===== src/rtl/wb_arb_pkg.sv =====
// Shared types and constants for the Wishbone memory arbiter and its picker.
// Latency: n/a (types, constants and an elaboration-time helper only).
// Backpressure: n/a.
package wb_arb_pkg;

  typedef enum logic {
    IDLE = 1'b0,
    BUSY = 1'b1
  } arb_state_t;

  // Wishbone B3 cycle type identifiers
  localparam logic [2:0] CTI_CLASSIC = 3'b000;
  localparam logic [2:0] CTI_INCR    = 3'b010;
  localparam logic [2:0] CTI_EOB     = 3'b111;

  // Bits needed to hold values 0..value-1, never less than one bit
  function automatic int clog2(input int value);
    int w;
    w = 1;
    while ((1 << w) < value) w++;
    return w;
  endfunction

endpackage


===== src/rtl/wb_rr_picker.sv =====
// Round-robin request picker: first requester scanning upward from last+1 modulo NM.
// Latency: purely combinational.
// Backpressure: none; the caller decides when to register the pick.
//
// Ports:
//   req  - one bit per requester
//   last - index served most recently (scan starts just after it)
//   pick - one-hot winner, all zero when nobody requests
//   idx  - encoded winner index, zero when nobody requests
module wb_rr_picker
  import wb_arb_pkg::*;
#(
  parameter int NM = 3,
  parameter int PW = clog2(NM)
) (
  input  logic [NM-1:0] req,
  input  logic [PW-1:0] last,
  output logic [NM-1:0] pick,
  output logic [PW-1:0] idx
);

  logic          found;
  int            k;
  logic [PW-1:0] kk;

  always_comb begin
    pick  = '0;
    idx   = '0;
    found = 1'b0;
    k     = 0;
    kk    = '0;
    // i runs 1..NM so the last-served index is considered only at the very end
    for (int i = 1; i <= NM; i++) begin
      k  = (int'(last) + i) % NM;
      kk = PW'(k);
      if (!found && req[kk]) begin
        found    = 1'b1;
        pick[kk] = 1'b1;
        idx      = kk;
      end
    end
  end

endmodule


===== src/rtl/wb_mem_arbiter.sv =====
// Round-robin Wishbone B3 arbiter sharing one memory slave between NM masters, with a bus watchdog.
// Latency: grant registered one cycle after cyc is seen in IDLE; data/ack path is combinational while BUSY.
// Backpressure: the granted master owns the slave until it drops cyc; other masters simply wait with cyc high.
//
// Ports:
//   wb_clk_i, wb_rst_n_i        - clock, asynchronous active-low reset
//   m_*_i                       - packed master requests, master k at slice k
//   m_dat_o, m_ack_o, m_err_o   - read data broadcast, per-master ack/error
//   s_*_o, s_dat_i/ack_i/err_i  - single slave port
//   grant_o                     - one-hot current owner, zero when idle
module wb_mem_arbiter
  import wb_arb_pkg::*;
#(
  parameter int NM      = 3,
  parameter int AW      = 32,
  parameter int DW      = 32,
  parameter int TIMEOUT = 255
) (
  input  logic               wb_clk_i,
  input  logic               wb_rst_n_i,
  input  logic [NM*AW-1:0]   m_adr_i,
  input  logic [NM*DW-1:0]   m_dat_i,
  input  logic [NM*DW/8-1:0] m_sel_i,
  input  logic [NM-1:0]      m_we_i,
  input  logic [NM-1:0]      m_cyc_i,
  input  logic [NM-1:0]      m_stb_i,
  input  logic [NM*3-1:0]    m_cti_i,
  input  logic [NM*2-1:0]    m_bte_i,
  output logic [DW-1:0]      m_dat_o,
  output logic [NM-1:0]      m_ack_o,
  output logic [NM-1:0]      m_err_o,
  output logic [AW-1:0]      s_adr_o,
  output logic [DW-1:0]      s_dat_o,
  output logic [DW/8-1:0]    s_sel_o,
  output logic               s_we_o,
  output logic               s_cyc_o,
  output logic               s_stb_o,
  output logic [2:0]         s_cti_o,
  output logic [1:0]         s_bte_o,
  input  logic [DW-1:0]      s_dat_i,
  input  logic               s_ack_i,
  input  logic               s_err_i,
  output logic [NM-1:0]      grant_o
);

  localparam int PW = clog2(NM);
  localparam int SW = DW / 8;
  localparam int WW = clog2(TIMEOUT + 1);

  arb_state_t    state;
  logic [PW-1:0] last;      // while BUSY this is also the granted index
  logic [WW-1:0] wd_cnt;
  logic [NM-1:0] pick;
  logic [PW-1:0] pick_idx;
  logic          busy;
  logic          stb_raw;
  logic          wd_fire;

  wb_rr_picker #(
    .NM (NM),
    .PW (PW)
  ) u_picker (
    .req  (m_cyc_i),
    .last (last),
    .pick (pick),
    .idx  (pick_idx)
  );

  assign busy    = (state == BUSY);
  assign stb_raw = busy && m_cyc_i[last] && m_stb_i[last];
  // A real slave response in the same cycle wins over the watchdog
  assign wd_fire = (TIMEOUT != 0) && busy && (wd_cnt == WW'(TIMEOUT)) && !s_ack_i && !s_err_i;
  assign m_dat_o = s_dat_i;

  // Slave-side mux and response routing; everything is zero unless BUSY,
  // so an asynchronous reset kills the cycle without waiting for a clock.
  always_comb begin
    s_adr_o = '0;
    s_dat_o = '0;
    s_sel_o = '0;
    s_we_o  = 1'b0;
    s_cyc_o = 1'b0;
    s_stb_o = 1'b0;
    s_cti_o = '0;
    s_bte_o = '0;
    m_ack_o = '0;
    m_err_o = '0;
    if (busy) begin
      s_adr_o       = m_adr_i[int'(last)*AW +: AW];
      s_dat_o       = m_dat_i[int'(last)*DW +: DW];
      s_sel_o       = m_sel_i[int'(last)*SW +: SW];
      s_we_o        = m_we_i[last];
      s_cyc_o       = m_cyc_i[last];
      s_stb_o       = stb_raw && !wd_fire;
      s_cti_o       = m_cti_i[int'(last)*3 +: 3];
      s_bte_o       = m_bte_i[int'(last)*2 +: 2];
      m_ack_o[last] = s_ack_i;
      m_err_o[last] = s_err_i || wd_fire;
    end
  end

  always_ff @(posedge wb_clk_i or negedge wb_rst_n_i) begin
    if (!wb_rst_n_i) begin
      state   <= IDLE;
      grant_o <= '0;
      last    <= PW'(NM - 1);   // master 0 wins the first arbitration
      wd_cnt  <= '0;
    end else begin
      case (state)
        IDLE: begin
          wd_cnt <= '0;
          if (|m_cyc_i) begin
            state   <= BUSY;
            grant_o <= pick;
            last    <= pick_idx;
          end
        end
        BUSY: begin
          if (!m_cyc_i[last]) begin
            // Always pass through IDLE so owners are separated by a dead slave cycle
            state   <= IDLE;
            grant_o <= '0;
            wd_cnt  <= '0;
          end else if (TIMEOUT == 0 || !stb_raw || s_ack_i || s_err_i || wd_fire) begin
            wd_cnt <= '0;
          end else begin
            wd_cnt <= wd_cnt + 1'b1;
          end
        end
        default: state <= IDLE;
      endcase
    end
  end

endmodule


===== config.mk =====
export PLATFORM = sky130hd
export DESIGN_NAME = wb_mem_arbiter
export DESIGN_NICKNAME = d
export VERILOG_FILES = /design/src/rtl/wb_arb_pkg.sv /design/src/rtl/wb_rr_picker.sv /design/src/rtl/wb_mem_arbiter.sv
export SDC_FILE = /design/constraint.sdc
export NUM_CORES = 1
export LEC_CHECK = 0
export CAP_MARGIN = 20
export CORE_AREA = 2 2 148 150
export CTS_CLUSTER_SIZE = 25
export DETAILED_ROUTE_END_ITERATION = 6
export DIE_AREA = 0 0 150 152
export DONT_BUFFER_PORTS = 1
export PLACE_DENSITY = 0.37
export SETUP_SLACK_MARGIN = 0.2
export SLEW_MARGIN = 40
export SYNTH_ARGS = -nofsm -noshare
export SYNTH_HDL_FRONTEND = slang
export SYNTH_HIERARCHICAL = 1
export SYNTH_SLANG_ARGS = --single-unit

===== constraint.sdc =====
create_clock -name wb_clk_i -period 2.4 [get_ports wb_clk_i]
set_input_delay 0 -clock wb_clk_i [delete_from_list [all_inputs] [get_ports wb_clk_i]]
set_output_delay 0 -clock wb_clk_i [all_outputs]
set_load 0.1 [all_outputs]

-- Word-level counts from Yosys, hierarchy flattened
Cells that the tools add are included.
- $add $sub $neg: 4
- multipliers: 1
- div/mod/pow operators: 3
- order comparisons: 8
- equality and inequality tests: 3
- shift operators: 5
- mux-type cells: 47
- bitwise gates (word level): 5
- reduce and logical (&&, ||, !) cells: 25
- operators with widths (operator ; count):
    $shiftx A96 B8 Y32 ; 2
    $mod A32 B3 Y32 const B ; 3
    $mux W32 ; 2
    $mux W3 ; 8
    $mux W1 ; 17
    $mux W8 ; 2
    $pmux W8 S2 ; 1
    $bmux W1 S2 ; 6
    $logic_and A1 B1 Y1 ; 12
    $lt A2 B3 Y1 const B ; 4
    $shiftx A12 B5 Y4 ; 1
    $shiftx A9 B5 Y3 ; 1
    $add A8 B1 Y8 const B ; 1
    $demux W1 S2 ; 4
    $eq A8 B8 Y1 const B ; 1
    $ge A2 B1 Y1 const B ; 4
    $mux W2 ; 4
    $add A2 B2 Y3 const B ; 2
    $and A3 B3 Y3 ; 2
    $logic_not A1 Y1 ; 6
    $or A3 B3 Y3 ; 2
    $pmux W3 S2 ; 1
    $shiftx A6 B4 Y2 ; 1
    $logic_or A1 B1 Y1 ; 4
    other kinds (8) ; 10
- register bits: 14
- input port bits: 264
- logic and storage cells: 105

-- Logic depth before layout (Yosys ltp)
Gate-level depths: netlist of run 1.
- depth in word-level cells: 13
- mapped depth: 8

-- Cells and area by module
Netlist of run 1, hierarchy kept.
- by module, submodules not included (module ; times used ; cells an instance ; area each (µm²)):
    wb_mem_arbiter ; 1 ; 436 ; 3036.7
    wb_rr_picker ; 1 ; 35 ; 280.3

-- Worst setup path before layout of run 1
OpenSTA, ideal clock, no wires.
- path type: register -> output
- start: reg state, in the netlist busy
- end: out m_err_o[0]
- arrival time: 3061 ps
- data required time: 2400 ps
- setup slack: -661 ps
- cell stages (with the launch flop): 6
- path buffers: 1
- cell sequence: dfrtp_1 buf_4 and4b_1 nand4_1 a21bo_2 nor3_1
- cells in the longest elaborated chain, start to end: 6
- RTL lines (what ; RTL line ; source):
    start, declared ; wb_mem_arbiter.sv:50 ; arb_state_t state;
    start signal, assigned ; wb_mem_arbiter.sv:104 ; state <= IDLE;
    start signal, assigned ; wb_mem_arbiter.sv:113 ; state <= BUSY;
    start signal, assigned ; wb_mem_arbiter.sv:121 ; state <= IDLE;
    $logic_and A1 B1 Y1 (3 in a row) ; wb_mem_arbiter.sv:72 ; assign wd_fire = (TIMEOUT != 0) && busy && (wd_cnt == WW'(TIMEOUT)) && !s_ack_i && !s_err_i;
    $logic_or A1 B1 Y1 ; wb_mem_arbiter.sv:98 ; m_err_o[last] = s_err_i || wd_fire;
    $and A3 B3 Y3 (no line) ; - ;
    $mux W3 (*) ; wb_mem_arbiter.sv:88 ; if (busy) begin
    end, declared ; wb_mem_arbiter.sv:31 ; output logic [NM-1:0] m_err_o,
Every way passes the cells marked *; elsewhere a longest branch is shown, timed or not.

-- Worst setup path after layout of run 1
- start: reg last[1]
- end: out s_adr_o[28]
- cells in the longest elaborated chain, start to end: 2
- RTL lines (what ; RTL line ; source):
    start, declared ; wb_mem_arbiter.sv:51 ; logic [PW-1:0] last;
    start signal, assigned ; wb_mem_arbiter.sv:106 ; last <= PW'(NM - 1);
    start signal, assigned ; wb_mem_arbiter.sv:115 ; last <= pick_idx;
    $shiftx A96 B8 Y32 ; wb_mem_arbiter.sv:89 ; s_adr_o = m_adr_i[int'(last)*AW +: AW];
    $mux W32 ; wb_mem_arbiter.sv:88 ;
    end, declared ; wb_mem_arbiter.sv:32 ; output logic [AW-1:0] s_adr_o,
Every way passes these cells.

==> results of run 1 <==
==> worst min path at each step <==
stage | startpoint | to | depth (start not counted)
2_1_floorplan | wb_rst_n_i | busy | 0
3_3_place_gp | wb_rst_n_i | busy | 0
3_5_place_dp | wb_rst_n_i | grant_o[0] | 0
4_1_cts | s_dat_i[11] | m_dat_o[11] | 0
5_1_grt | s_dat_i[1] | m_dat_o[1] | 0
6_report | s_dat_i[1] | m_dat_o[1] | 0
==> logic make-up after synthesis <==
family	after synthesis	synth area share (%)
and+or+nand+nor	193	29.9
buffers and inverters	74	13.6
DFF	14	10.6
xor gates and xnor gates	6	1.58
muxes	85	25.8
adders and majority gates	5	1.89
AOI/OAI and AO/OA	94	16.7
==> timing repair <==
action                     4_1_cts  5_1_grt
setup endpoints to repair        3        4
setup buffers                    0        1
hold endpoints to repair        14        0
hold buffers                     1        0
pin swaps                        0        1
gates resized for setup          3        3
==> cell usage in the layout (no fill, tap or decap), types with 2 or more instances in the layout <==
master,netlist,routed
and2_1,75,75
nor2_1,15,11
nand3_1,4,4
xnor2_1,3,3
clkbuf_16,0,3
nor3_4,0,2
buf_4,36,16
o21ai_0,75,75
inv_1,6,6
nor2_2,1,5
xor2_1,3,3
a21oi_1,2,2
nand2b_1,4,4
dfrtp_2,0,2
dfrtp_1,13,11
buf_12,0,79
mux2i_1,82,81
nand3b_1,2,2
nand2_1,79,79
o22ai_1,2,2
o2bb2ai_1,4,4
ha_1,5,4
mux2_2,3,3
==> cells in the mapped netlist, types with 3 or more instances <==
cell type / n
nor2_1: 15
clkbuf_1: 17
nand3_1: 4
inv_1: 6
ha_1: 5
xor2_1: 3
mux2i_1: 82
o21ai_0: 75
nor3_1: 3
buf_6: 3
dfrtp_1: 13
buf_2: 12
nand2_1: 79
xnor2_1: 3
and2_1: 75
buf_4: 36
o2bb2ai_1: 4
mux2_2: 3
nand2b_1: 4
==> critical path, stage by stage (launching register included) <==
cell and delay, ns:
dfstp_4 0.69, buf_12 0.29, mux2i_1 0.34, o21ai_0 0.13
and2_1 0.21, buf_12 0.17
==> per-layer routing <==
layer	track usage [%]	part of all wire, %	up-vias
met3	2.64	9.2	9
met1	12.8	40	1517
met2	19.7	51	184
met5	0	0	-
met4	1.21	0.60	0
li1	-	-	1633
==> through the flow <==
step                      utilization (%)  hold slack, ns  area [sq um]  std cells
final                                23.9       0.0000439          5110        784
after floorplan                         -          -0.296          3330        471
after CTS                            23.8        0.000681          5090        783
after global placement               23.3          -0.295          4980        778
after global routing                 23.9        0.000162          5110        784
after detailed placement             23.3          -0.295          4980        778
==> flip-flops by register name (all words and copies together), names as in the netlist <==
signal and count:
busy 1, grant_o 3, last 2, wd_cnt 8
==> area by class of cell <==
cell class	instances	area [sq um]
fillers	2373	16200
clock buffers	4	88.8
repair buffers	97	1730
flip-flops and latches	14	358
multi-input cells	383	2560
well taps	280	350
inverters	6	22.5
==> results.py, run 1 <==
metrics = {
    "placement": {
        "dp_hpwl_um": 11500,
        "place_congestion": 0.752,
        "pre_cts_ws_ns": 0.253,
        "port_buffers": 0,
    },
    "worst_setup_path": {
        "crit_start": "last[1]",
        "cp-start-kind": "flip-flop",
        "worstPathRequired_ns": 2.40,
        "cp.arrival_ns": 2.14,
        "reg2reg_from": "last[1]",
        "r2r_end": "grant_o[1]",
        "rrSetupSlack_ns": 0.35,
        "cp_max_fo": 45,
        "r2r_cells": 7,
        "crit_path_end": "s_adr_o[28]",
        "crit_type": "flip-flop to primary output",
        "critPathCaptureType": "primary output",
    },
    "drt": {
        "drt_iter0_drc": 126,
        "routedWlPerCell_um": 17.3,
        "post_drt_via_cell_ratio": 4.26,
        "wl_um": 13600,
        "drc_errors": 0,
        "vias": 3343,
        "antenna_left": 0,
        "dr.pass1.iters": 4,
    },
    "run": {
        "cap_violations": 0,
    },
    "die": {
        "pin_count": 381,
        "die_w_um": 150,
        "die-area_sq_um": 22800,
        "core_area_sq_um": 21400,
        "rows": 54,
        "initial_core_util_pct": 15.5,
        "die_h_um": 152,
    },
    "logic_synthesis": {
        "synth_top_area_share_pct": 24.7,
        "yosys_warnings": 6,
        "synth_area_per_cell_sq_um": 7.04,
        "syn_area_sq_um": 3320,
        "synth_cells": 471,
        "synth_area_leaders": "mux2i_1 25%, and2_1 14%, o21ai_0 11%",
        "syn_nets": 740,
        "synth_flop_cell": "dfrtp_1",
        "yosysSeqAreaShare_pct": 10.6,
        "yosysTopAreaCell": "mux2i_1",
        "synthArstFlopShare_pct": 100,
        "synth_cell_types": 45,
        "synth-edff-count": 0,
        "ys_seq_elements": 14,
    },
    "cts": {
        "insertion_delay_ns": 0.24,
        "cts_buffers": 3,
        "clk_pin_slew_ns": 0.05,
        "tritoncts": "done",
        "clockBufferDepth": 2,
        "cts.sinks": 14,
        "cts_root_buf": "clkbuf_16",
        "h-tree-depth": 1,
    },
    "timing": {
        "hold_violations": 0,
        "finalSetupViolations": 0,
        "max_freq_mhz": 467,
        "tns_ns": 0,
        "min_period_ns": 2.14,
        "rsz0062_at_grt": "no",
        "worst_slew_pin_slew_ns": 0.672,
        "fin_skew_ns": 0.00256,
        "post-route-period-util_pct": 89.2,
        "finalMaxSlewViolations": 0,
        "layout_setup_ws_ns": 0.259,
        "slew_headroom_pct": 55.1,
    },
    "layout": {
        "antenna_cells": 0,
        "nNetsFinal": 774,
        "layout-drive-gt1-share_pct": 24.8,
        "synthToLayoutAreaGrowth_pct": 54.1,
    },
    "grt": {
        "grt_max_degree": 50,
        "antenna_found_initial": 0,
        "grt_pass1_wl_um": 19100,
        "track_usage_pct": 10.7,
        "gr-total-overflow": 0,
        "grt_pass1_vias": 3222,
    },
    "min_path": {
        "hold_class": "input port to primary output",
    },
    "run_status": {
        "outcome": "completed",
    },
}
Power of run 1 is not shown: default switching activity piles up to over one toggle a cycle in this logic, so the estimate is an artifact.
==> run 2: changes to the inputs <==
Settings changed: BUFFER_PORTS_ARGS set to -buffer_cell sky130_fd_sc_hd__buf_4, CORE_AREA 2 2 148 150 to 2 2 146 148, DIE_AREA 0 0 150 152 to 0 0 148 150, DONT_BUFFER_PORTS 1 to unset, PLACE_DENSITY 0.37 to 0.54.
==> results.py, run 2 (synthesized netlist as in run 1, its figures left out) <==
metrics = {
    "worst_setup_path": {
        "crit_type": "flip-flop to primary output",
        "crit_start": "last[1]",
        "cp_max_fo": 37,
        "worstPathCellList": "buf_8, mux2i_1, o21ai_0, and2_1, buf_4",
        "slowest_stage": "dfstp_4",
        "cp-start-kind": "flip-flop",
        "slowest_delay_ns": 0.69,
        "crit_family": "flip-flops",
        "critPathCaptureType": "primary output",
        "cp.arrival_ns": 2.13,
        "r2r_cells": 7,
        "crit_cells": 5,
        "worstPathRequired_ns": 2.40,
        "reg2reg_from": "last[1]",
        "crit_buf_inv": 2,
    },
    "timing": {
        "whs_ns": 0.0000386,
        "rsz0062_at_grt": "yes",
        "max_freq_mhz": 470,
        "finalSetupViolations": 0,
        "finalMaxSlewViolations": 0,
        "tns_ns": 0,
        "fin_skew_ns": 0.00103,
        "layout_setup_ws_ns": 0.274,
        "slew_headroom_pct": 71.4,
        "min_period_ns": 2.13,
        "hold_violations": 0,
        "worst_slew_pin_slew_ns": 0.427,
        "post-route-period-util_pct": 88.6,
    },
    "placement": {
        "place_congestion": 0.767,
        "pre_cts_ws_ns": 0.307,
        "port_buffers": 316,
        "dp_hpwl_um": 12100,
    },
    "cts": {
        "cts_root_buf": "clkbuf_16",
        "cts_buffers": 3,
        "clockBufferDepth": 2,
        "tritoncts": "done",
        "h-tree-depth": 1,
        "cts.sinks": 14,
        "clk_pin_slew_ns": 0.05,
        "insertion_delay_ns": 0.24,
    },
    "run": {
        "cap_violations": 0,
    },
    "die": {
        "rows": 53,
        "core_area_sq_um": 20700,
        "initial_core_util_pct": 16.0,
        "die_h_um": 150,
        "die_w_um": 148,
        "pin_count": 381,
        "die-area_sq_um": 22200,
    },
    "drt": {
        "dr.pass1.iters": 4,
        "drt_iter0_drc": 129,
        "vias": 4073,
        "routedWlPerCell_um": 14.9,
        "wl_um": 15000,
        "antenna_left": 0,
        "post_drt_via_cell_ratio": 4.03,
        "drc_errors": 0,
    },
    "run_status": {
        "outcome": "completed",
    },
    "grt": {
        "antenna_found_initial": 0,
        "gr-total-overflow": 0,
        "grt_pass1_wl_um": 21700,
        "grt_max_degree": 42,
        "track_usage_pct": 12.2,
        "grt_pass1_vias": 3874,
    },
    "min_path": {
        "min_path_cells": 0,
        "hold_class": "input port to primary output",
        "worstHoldStart": "s_dat_i[0]",
    },
    "layout": {
        "largest_reg_flops": 8,
        "antenna_cells": 0,
        "layout_commonest_cell": "buf_4",
        "mostFrequentLayoutCells": "323 x buf_4, 81 x mux2i_1, 79 x nand2_1, 75 x and2_1, 74 x o21ai_0",
        "seqCellArea_sq_um": 358,
        "final_util_pct": 28.4,
        "synthToLayoutAreaGrowth_pct": 77.4,
        "nNetsFinal": 1006,
        "multi_input_area_sq_um": 2540,
        "top_register": "wd_cnt",
        "top_regs": "wd_cnt (8), grant_o (3), last (2)",
        "fillCellCount": 2293,
        "layout-drive-gt1-share_pct": 48.4,
    },
    "power": {
        "ir_worst_vdd_v": 0.000907,
        "p_per_area_nw_per_um2": 1650,
        "p_total_uw": 9680,
        "p_leak_uw": 0.00276,
    },
}
==> run 2: changes by cell type in the layout (fill, tap and decap cells not counted), sizes merged <==
cell,previous run,this run
buf,96,328
==> run 2: worst register-to-register path: cells and delay by family (launching register included) <==
kind,cells,cell delay (ns)
AOI/OAI and AO/OA,4,0.70
DFF,1,0.69
adders and majority gates,1,0.33
and+or+nand+nor,1,0.22
muxes,1,0.08
==> run 2: metrics by stage <==
| step | instance area, sq um | instances |
|---|---|---|
| global placement | 5740 | 1004 |
| floorplan | 3330 | 471 |
| CTS | 5870 | 1011 |
| global route | 5880 | 1011 |
| finish | 5880 | 1011 |
| detailed placement | 5740 | 1004 |
==> run 2: final cells by class <==
class,instances,area share [%]
multi-input cells,383,43.2
well taps,275,5.85
inverters,6,0.383
clock buffers,4,1.51
flip-flops and latches,14,6.08
repair buffers,329,43.0
==> run 2: report_power, final <==
group	switching, uW	internal [uW]
combinational	6710	2260
clock	96.6	252
sequential	64.5	294
total	6880	2810
==> run 2: worst paths after layout <==
check	endpoint	slack, ns
setup / recovery	s_we_o	0.27
hold / removal	m_dat_o[0]	0.00004
setup reg to reg	grant_o[1]	0.30
hold reg to reg	wd_cnt[0]	0.49
max in group asynchronous	last[1]	2.02
min in group asynchronous	grant_o[0]	0.14
==> run 2: repair_timing <==
item                                   CTS  global route
hold buffers                             1             0
setup buffers                            2             0
setup endpoints to repair               38            17
endpoints found under the hold margin   14             0
gates resized for setup                  1             6
==> run 2: layer usage <==
metal  GRT usage (%)  wire (um)  vias up
met5               0          0        -
met4            2.00        163        0
met3            3.29       1290       15
met2            21.6       7580      173
met1            14.9       6000     1791
li1                -          -     2094
No activity file was read; power rests on OpenSTA's default activity.
